**config.mk**
```make
export PLATFORM = sky130hd
export DESIGN_NAME = paralelo_serial_tx_flat
export DESIGN_NICKNAME = d
export VERILOG_FILES = /design/src/rtl/paralelo_serial_tx_if.sv /design/src/rtl/paralelo_serial_tx.sv /design/src/flat_wrapper.sv
export SDC_FILE = /design/constraint.sdc
export NUM_CORES = 1
export LEC_CHECK = 0
export CELL_PAD_IN_SITES_DETAIL_PLACEMENT = 1
export CELL_PAD_IN_SITES_GLOBAL_PLACEMENT = 2
export CORE_MARGIN = 2
export CORE_UTILIZATION = 26
export DETAILED_ROUTE_END_ITERATION = 6
export MAX_ROUTING_LAYER = met4
export PLACE_DENSITY_LB_ADDON = 0.1
export SLEW_MARGIN = 20
export SYNTH_ARGS = -nofsm -noshare
export SYNTH_HDL_FRONTEND = slang
export SYNTH_SLANG_ARGS = --single-unit
```
**constraint.sdc**
```tcl
create_clock -name clk_32f -period 1.68 [get_ports clk_32f]
set_input_delay 0.336 -clock clk_32f [delete_from_list [all_inputs] [get_ports clk_32f]]
set_output_delay 0.336 -clock clk_32f [all_outputs]
set_load 0.02 [all_outputs]
```
**src/rtl/paralelo_serial_tx_if.sv**
```systemverilog
// Parallel-side handshake and serial output of the serializing transmitter.
// Handshake: ready is high for one cycle per frame; data_in/valid_in are taken
// on the rising edge that ends a ready cycle and ignored in every other cycle.
interface paralelo_serial_tx_if;
  logic [7:0] data_in;
  logic       valid_in;
  logic       ready;
  logic       active;
  logic       data_out;

  modport master (
    output data_in,
    output valid_in,
    input  ready,
    input  active,
    input  data_out
  );

  modport slave (
    input  data_in,
    input  valid_in,
    output ready,
    output active,
    output data_out
  );
endinterface

```
**src/rtl/paralelo_serial_tx.sv**
```systemverilog
// Serializer: after reset sends SYNC_FRAMES COM symbols, then one payload byte
// (or IDLE) every 8 clocks, MSB first.
module paralelo_serial_tx #(
  parameter logic [7:0] COM         = 8'hBC,
  parameter logic [7:0] IDLE        = 8'h7C,
  parameter int         SYNC_FRAMES = 4
) (
  input  logic                  clk_32f,
  input  logic                  reset,
  paralelo_serial_tx_if.slave   bus,
  output logic                  state_dbg
);

  typedef enum logic {
    SYNC = 1'b0,
    RUN  = 1'b1
  } state_t;

  localparam logic [3:0] LAST_FRAME = 4'(SYNC_FRAMES);

  state_t     state;
  logic [7:0] shreg;
  logic [2:0] bit_cnt;
  logic [3:0] frame_cnt;
  logic [7:0] next_byte;
  logic       frame_end;

  assign frame_end = (bit_cnt == 3'd7);
  assign next_byte = bus.valid_in ? bus.data_in : IDLE;

  // frame_cnt saturates at LAST_FRAME, so ready stays valid in every RUN frame
  assign bus.ready  = frame_end && (frame_cnt == LAST_FRAME);
  assign bus.active = (state == RUN);
  assign state_dbg  = state;

  always_ff @(posedge clk_32f) begin
    if (reset) begin
      state        <= SYNC;
      shreg        <= COM;
      bit_cnt      <= 3'd0;
      frame_cnt    <= 4'd1;
      bus.data_out <= 1'b0;
    end else begin
      bus.data_out <= shreg[3'd7 - bit_cnt];
      bit_cnt      <= bit_cnt + 3'd1;
      if (frame_end) begin
        case (state)
          SYNC: begin
            if (frame_cnt < LAST_FRAME) begin
              shreg     <= COM;
              frame_cnt <= frame_cnt + 4'd1;
            end else begin
              shreg <= next_byte;
              state <= RUN;
            end
          end
          RUN:     shreg <= next_byte;
          default: state <= SYNC;
        endcase
      end
    end
  end

endmodule

```
**src/flat_wrapper.sv**
```systemverilog
// flat-port wrapper written by rule: the top's interface ports become plain ports
module paralelo_serial_tx_flat 
#(
  parameter logic [7:0] COM         = 8'hBC,
  parameter logic [7:0] IDLE        = 8'h7C,
  parameter int         SYNC_FRAMES = 4
)
  (clk_32f, reset, state_dbg, bus_data_in, bus_valid_in, bus_ready, bus_active, bus_data_out);
  paralelo_serial_tx_if bus_i ();
  input  logic clk_32f;
  input  logic reset;
  output logic state_dbg;
  input wire logic [$bits(bus_i.data_in)-1:0] bus_data_in;
  input wire logic [$bits(bus_i.valid_in)-1:0] bus_valid_in;
  output wire logic [$bits(bus_i.ready)-1:0] bus_ready;
  output wire logic [$bits(bus_i.active)-1:0] bus_active;
  output wire logic [$bits(bus_i.data_out)-1:0] bus_data_out;
  assign bus_i.data_in = bus_data_in;
  assign bus_i.valid_in = bus_valid_in;
  assign bus_ready = bus_i.ready;
  assign bus_active = bus_i.active;
  assign bus_data_out = bus_i.data_out;
  paralelo_serial_tx #(.COM(COM), .IDLE(IDLE), .SYNC_FRAMES(SYNC_FRAMES)) u_core (.clk_32f(clk_32f), .reset(reset), .bus(bus_i), .state_dbg(state_dbg));
endmodule
```
## After elaboration in Yosys (flattened, before gate mapping)

Index checks and enable logic that the tools add are counted.

| storage, ports and cells | value |
|---|---|
| register bits | 17 |
| input port bits | 11 |
| output and inout port bits | 4 |
| logic and storage cells | 22 |

| cells by class | value |
|---|---|
| $add $sub $neg | 3 |
| magnitude comparators | 2 |
| equal/unequal tests | 2 |
| muxes and demuxes | 7 |
| bitwise gates (word level) | 1 |
| reductions and logical operators | 2 |

Operators with widths:

| kind | count |
|---|---|
| $mux 8 | 2 |
| $pmux 8 s2 | 1 |
| $add 4x1->4 const B | 1 |
| $eq 4x3->1 const B | 1 |
| $lt 3x4->1 const B | 1 |
| $lt 4x3->1 const B | 1 |
| $add 3x1->3 const B | 1 |
| $bmux 1 s3 | 1 |
| $eq 3x3->1 const B | 1 |
| $mux 1 | 3 |
| $reduce_and 3->1 | 1 |
| $sub 3x3->3 const A | 1 |
| $logic_and 1x1->1 | 1 |
| $not 1->1 | 1 |

## Depth between registers and ports, before layout

Gate-level depths: netlist of the first run.

| logic depth | value |
|---|---|
| depth after elaboration | 3 |
| depth in mapped cells | 5 |
| depth with buffers taken out | 5 |

## Worst setup path after synthesis of the first run

OpenSTA, ideal clock, no wires.

| path | value |
|---|---|
| path type | reg-to-output |
| start | register u_core.bit_cnt[1] |
| end | output port bus_ready |
| arrival | 1.437 ns |
| required time | 1.344 ns |
| path slack | -0.093 ns |
| stages on the path, launching flop included | 5 |
| buffers on the path | 1 |
| path through | dfxtp_1 ha_1 ha_1 clkbuf_1 and4b_1 |

| between the ends | value |
|---|---|
| word-level cells in the longest chain between the ends | 2 |

Ends and longest elaborated chain:

| item | line | RTL |
|---|---|---|
| start, declared | paralelo_serial_tx.sv:23 | `logic [2:0] bit_cnt;` |
| start signal, assigned | paralelo_serial_tx.sv:45 | `bit_cnt <= bit_cnt + 3'd1;` |
| $eq 3x3->1 | paralelo_serial_tx.sv:28 | `assign frame_end = (bit_cnt == 3'd7);` |
| named net u_core.frame_end | paralelo_serial_tx.sv:26 | `logic frame_end;` |
| $logic_and 1x1->1 | paralelo_serial_tx.sv:32 | `assign bus.ready = frame_end && (frame_cnt == LAST_FRAME);` |
| end, declared | flat_wrapper.sv:15 | `output wire logic [$bits(bus_i.ready)-1:0] bus_ready;` |

The timed path passes the listed nets, and every way through them passes these cells.

## Final worst setup path of the first run

| path | value |
|---|---|
| start | register u_core.bit_cnt[0] |
| end | output port bus_ready |

Same word-level chain as after synthesis.

==> results of run 1 <==
-- critical path, stage by stage (launching register included) --
cell,delay (ns)
dfxtp_2,0.35
ha_4,0.16
ha_2,0.16
and4b_2,0.21
buf_6,0.13
-- power breakdown --
part	total (mW)	internal (mW)	leakage [nW]	switching, mW
Sequential	0.418	0.412	0.139	0.00566
Clock	0.214	0.0920	0.0150	0.122
Combinational	0.0968	0.0609	0.259	0.0359
-- registers in the layout, indices dropped and copies added, names as in the netlist --
| register | flops |
|---|---|
| u_core.frame_cnt | 4 |
| u_core.shreg | 8 |
| u_core.bit_cnt | 3 |
| u_core.bus.data_out | 1 |
| u_core.bus.active | 1 |
-- layer usage --
layer | part of all wire, % | global-route usage, %
met1 | 45 | 16.60
met2 | 50 | 21.67
met3 | 3.7 | 2.995
met4 | 1.3 | 5.980
met5 | 0 | -
-- cells by family after synthesis --
logic type                 Yosys count  synth area share, %
DFF                                 17                46.74
buffers and inverters                7                4.296
muxes                                3                5.842
AOI/OAI and AO/OA                   15                13.06
adders and majority gates            4                6.873
and+or+nand+nor                     30                23.20
-- final timing paths --
path	start	end	slack, ns	depth (start not counted)
setup reg to reg	u_core.bit_cnt[0]	u_core.shreg[5]	0.22	7
hold / removal	u_core.shreg[0]	u_core.shreg[0]	0.48	2
hold reg to reg	u_core.shreg[0]	u_core.shreg[0]	0.48	2
setup / recovery	u_core.bit_cnt[0]	bus_ready	0.06	4
-- through the flow --
stage	instance area, um2	utilization, %
finish	1028	37.95
global route	1028	37.95
CTS	1027	37.90
detailed placement	980.9	36.20
global placement	980.9	36.20
floorplan	733.2	-
-- cells in the mapped netlist (2+ instances only) --
master	n	area share [%]
o22ai_1	4	3.4
nand4_1	3	2.6
dfxtp_1	17	47
nor2_1	6	3.1
inv_1	3	1.5
a21oi_1	4	2.7
nand2_1	2	1.0
nor2b_1	3	2.6
clkbuf_1	2	1.0
ha_1	4	6.9
mux2i_1	2	2.7
nand2b_1	8	6.9
nor3_1	3	2.1
-- final cells by class --
cell class              instances  area [um2]
fillers                       336        1682
multi-input cells              52       372.9
flip-flops and latches         17       342.8
repair buffers                 27       236.5
well taps                      31       38.79
clock buffers                   4       26.28
inverters                       3       11.26
-- timing repair --
item                       in CTS  in global routing
hold endpoints to repair        0                  0
pin swaps                       0                  1
setup endpoints to repair       3                  1
resized for setup              11                  1
setup buffers                   1                  0
==> flow_metrics.tcl, run 1 <==
set metrics [dict create \
    remaining_drc_errors 0 \
    cts_buffer_depth 2 \
    required_ns 1.34 \
    cts_buffers 3 \
    setup_slack_ns 0.06252 \
    fmax_mhz 618.2 \
    cts_hold_buf 0 \
    setup_viol 0 \
    avgSynthCellArea_um2 9.582 \
    cts_tree "yes" \
    hpwl_um 1463 \
    status "completed" \
    vias_per_cell 4.791 \
    grtUsageTotal_pct 13.67 \
    antenna_found_initial 0 \
    syn_to_final_growth_pct 41.24 \
    pin_count 15 \
    p_leak_nw 0.4122 \
    cts.sinks 17 \
    yosysSeqAreaShare_pct 46.74 \
    first_iter_violations 6 \
    dr.pass1.iters 2 \
    dp_worst_setup_slack_ns -0.1532 \
    final_cell_mix "dfxtp_1, buf_4, clkdlybuf4s50_1" \
    routed_wl_um 1853 \
    core_area_um2 2710 \
    grt_pass1_wl_um 3208 \
    criticalPathCategory "register to output port" \
    fin_cells 134 \
    synthFlopType "dfxtp_1" \
    die_h_um 56.92 \
    antenna_left 0 \
    tns_ns 0 \
    rows 19 \
    place_congestion 0.6601 \
    synth_cell_type_count 28 \
    synth_edf_count 0 \
    synth_nets 91 \
    tightestPinTransition_ns 0.4019 \
    gr-total-overflow 0 \
    post_synth_inst_count 76 \
    via_count 642 \
    synth_area_um2 728.2 \
    holdWs_ns 0.4810 \
    slew_headroom_pct 73.00 \
    rsz0062_at_grt "no" \
    synth_seq_cells 17 \
    arrival_ns 1.28 \
    clock_latency_ns 0.28 \
    die_w_um 56.92 \
    startpoint_type "register" \
    powerDensity_nw_per_um2 708.7 \
    slew_violations 0 \
    h-tree-depth 1 \
    root_buffer "clkbuf_4" \
    finClkSkew_ns 0.003789 \
    wire_per_inst_um 13.83 \
    num-nets-final 119 \
    diodes 0 \
    die_area_um2 3240 \
    layout-drive-gt1-share_pct 23.30 \
    start_util_pct 26.87 \
    period_share_pct 96.28 \
    grt_pass1_vias 690 \
    cap_viol_max_count 0 \
    hp-class "register to register" \
    hold_viol 0 \
    path_clk_slew_ns 0.10 \
    path_max_fanout 2 \
    grt_max_degree 15 \
    peakVddDrop_v 0.0003131 \
    async_reset_ff_share_pct 0 \
    final_common_cell "dfxtp_1" \
    yosysWarnings 0 \
    p_total_uw 728.9 \
    finalCriticalPeriod_ns 1.617 \
    io_buffer_count 14 \
    cp-end-kind "output port" \
    dp.cells 129 \
]
(Power assumes the default switching activity.)
==> inputs of run 2 (changes only) <==
- PLACE_DENSITY_LB_ADDON: 0.1 -> 0.08
- SKIP_LAST_GASP: unset -> 1
==> run 2 against run 1 <==
Count of clock-buffer cells in the layout unchanged. Die area is the same. Sequential power barely moved.
==> flow_metrics.tcl, run 2 (synthesis results as in run 1) <==
set metrics [dict create \
    p_total_uw 744.3 \
    grt_max_degree 18 \
    criticalPathCategory "register to output port" \
    vias_per_cell 4.815 \
    cts.sinks 17 \
    io_buffer_count 14 \
    dp.cells 128 \
    hp-class "register to register" \
    place_area_um2 985.9 \
    grt_pass1_wl_um 3277 \
    finalCriticalPeriod_ns 1.620 \
    routed_wl_um 1960 \
    root_buffer "clkbuf_4" \
    cap_viol_max_count 0 \
    setup_viol 0 \
    grtUsageTotal_pct 14.04 \
    start_util_pct 26.87 \
    cts_buffers 3 \
    tightestPinTransition_ns 0.3885 \
    fmax_mhz 617.1 \
    cts_hold_buf 0 \
    period_share_pct 96.45 \
    path_clk_slew_ns 0.10 \
    diodes 0 \
    pin_count 15 \
    cp_cell_sequence "ha_4 > ha_4 > and4b_2 > buf_6" \
    syn_to_final_growth_pct 45.53 \
    crit_family "flip-flops" \
    die_area_um2 3240 \
    cts_buffer_depth 2 \
    rows 19 \
    antenna_left 0 \
    max_stage_delay_ns 0.35 \
    remaining_drc_errors 0 \
    startpoint_type "register" \
    arrival_ns 1.28 \
    cp-end-kind "output port" \
    core_area_um2 2710 \
    die_h_um 56.92 \
    hpwl_um 1440 \
    cts_tree "yes" \
    holdWs_ns 0.4745 \
    path_max_fanout 2 \
    die_w_um 56.92 \
    final_cell_mix "dfxtp_1, buf_4, clkdlybuf4s50_1" \
    final_cell_area_um2 1060 \
    h-tree-depth 1 \
    via_count 650 \
    tns_ns 0 \
    finClkSkew_ns 0.004360 \
    num-nets-final 120 \
    reg_top3 "u_core.shreg x8, u_core.frame_cnt x4, u_core.bit_cnt x3" \
    gr-total-overflow 0 \
    status "completed" \
    crit_top_cell "ha_4" \
    p_leak_nw 0.4227 \
    largest_reg_flops 8 \
    slew_headroom_pct 73.90 \
    place_congestion 0.6836 \
    path_buf_inv 1 \
    grt_pass1_vias 686 \
    first_iter_violations 6 \
    clock_latency_ns 0.29 \
    hold_viol 0 \
    layout-drive-gt1-share_pct 25.00 \
    antenna_found_initial 0 \
    dr.pass1.iters 4 \
    cp_slowest_cell "dfxtp_2" \
    wire_per_inst_um 14.52 \
    regMostFlops "u_core.shreg" \
    peakVddDrop_v 0.0002853 \
    slew_violations 0 \
    required_ns 1.34 \
    final_common_cell "dfxtp_1" \
    fin_cells 135 \
    powerDensity_nw_per_um2 702.4 \
]
-- run 2: changes by cell type in the layout (fill, tap and decap cells not counted) --
cell / delta
buf_12: +1
ha_4: +1
dfxtp_2: +1
dfxtp_1: -1
ha_2: -1
-- run 2: final timing paths --
| check | slack [ns] | cells past startpoint | endpoint | start |
|---|---|---|---|---|
| setup / recovery | 0.06 | 4 | bus_ready | u_core.bit_cnt[1] |
| hold / removal | 0.47 | 2 | u_core.shreg[6] | u_core.shreg[6] |
| setup reg to reg | 0.15 | 4 | u_core.frame_cnt[0] | u_core.frame_cnt[2] |
| hold reg to reg | 0.47 | 2 | u_core.shreg[6] | u_core.shreg[6] |
-- run 2: through the flow --
stage               worst slack [ns]  util [%]
finish                       0.05960     39.10
global route               -0.001129     39.10
global placement             -0.1318     36.38
CTS                         -0.02095     37.44
detailed placement           -0.1450     36.38
floorplan                    0.02213         -
-- run 2: cell type report --
type / instances / area [um2]
well taps: 31 / 38.79
repair buffers: 28 / 256.5
fillers: 323 / 1650
clock buffers: 4 / 26.28
multi-input cells: 52 / 382.9
flip-flops and latches: 17 / 344.1
inverters: 3 / 11.26
-- run 2: tightest hold or removal path: cells and delay by family (launching register included) --
family           cells  cell delay, ns
flip-flops           1            0.32
AO/OA/AOI/OAI        1            0.05
AND/OR/NAND/NOR      1            0.06
-- run 2: repair_timing --
| item | 4_1_cts | 5_1_grt |
|---|---|---|
| setup endpoints to repair | 3 | 1 |
| gates resized for setup | 10 | 4 |
| pin swaps | 0 | 2 |
| setup buffers | 0 | 3 |
-- run 2: power breakdown --
part	switching, mW	internal, mW
sequential	0.00665	0.412
clock	0.131	0.0921
combinational	0.0380	0.0646
total	0.175	0.569
-- run 2: metal layers --
metal	routed length [um]	vias up	share of wire [%]	track usage, %
met5	0	-	0	-
met4	18	0	0.92	5.980
met3	47	2	2.4	2.765
met2	981	9	50	22.17
met1	913	311	47	17.37
li1	-	328	-	-
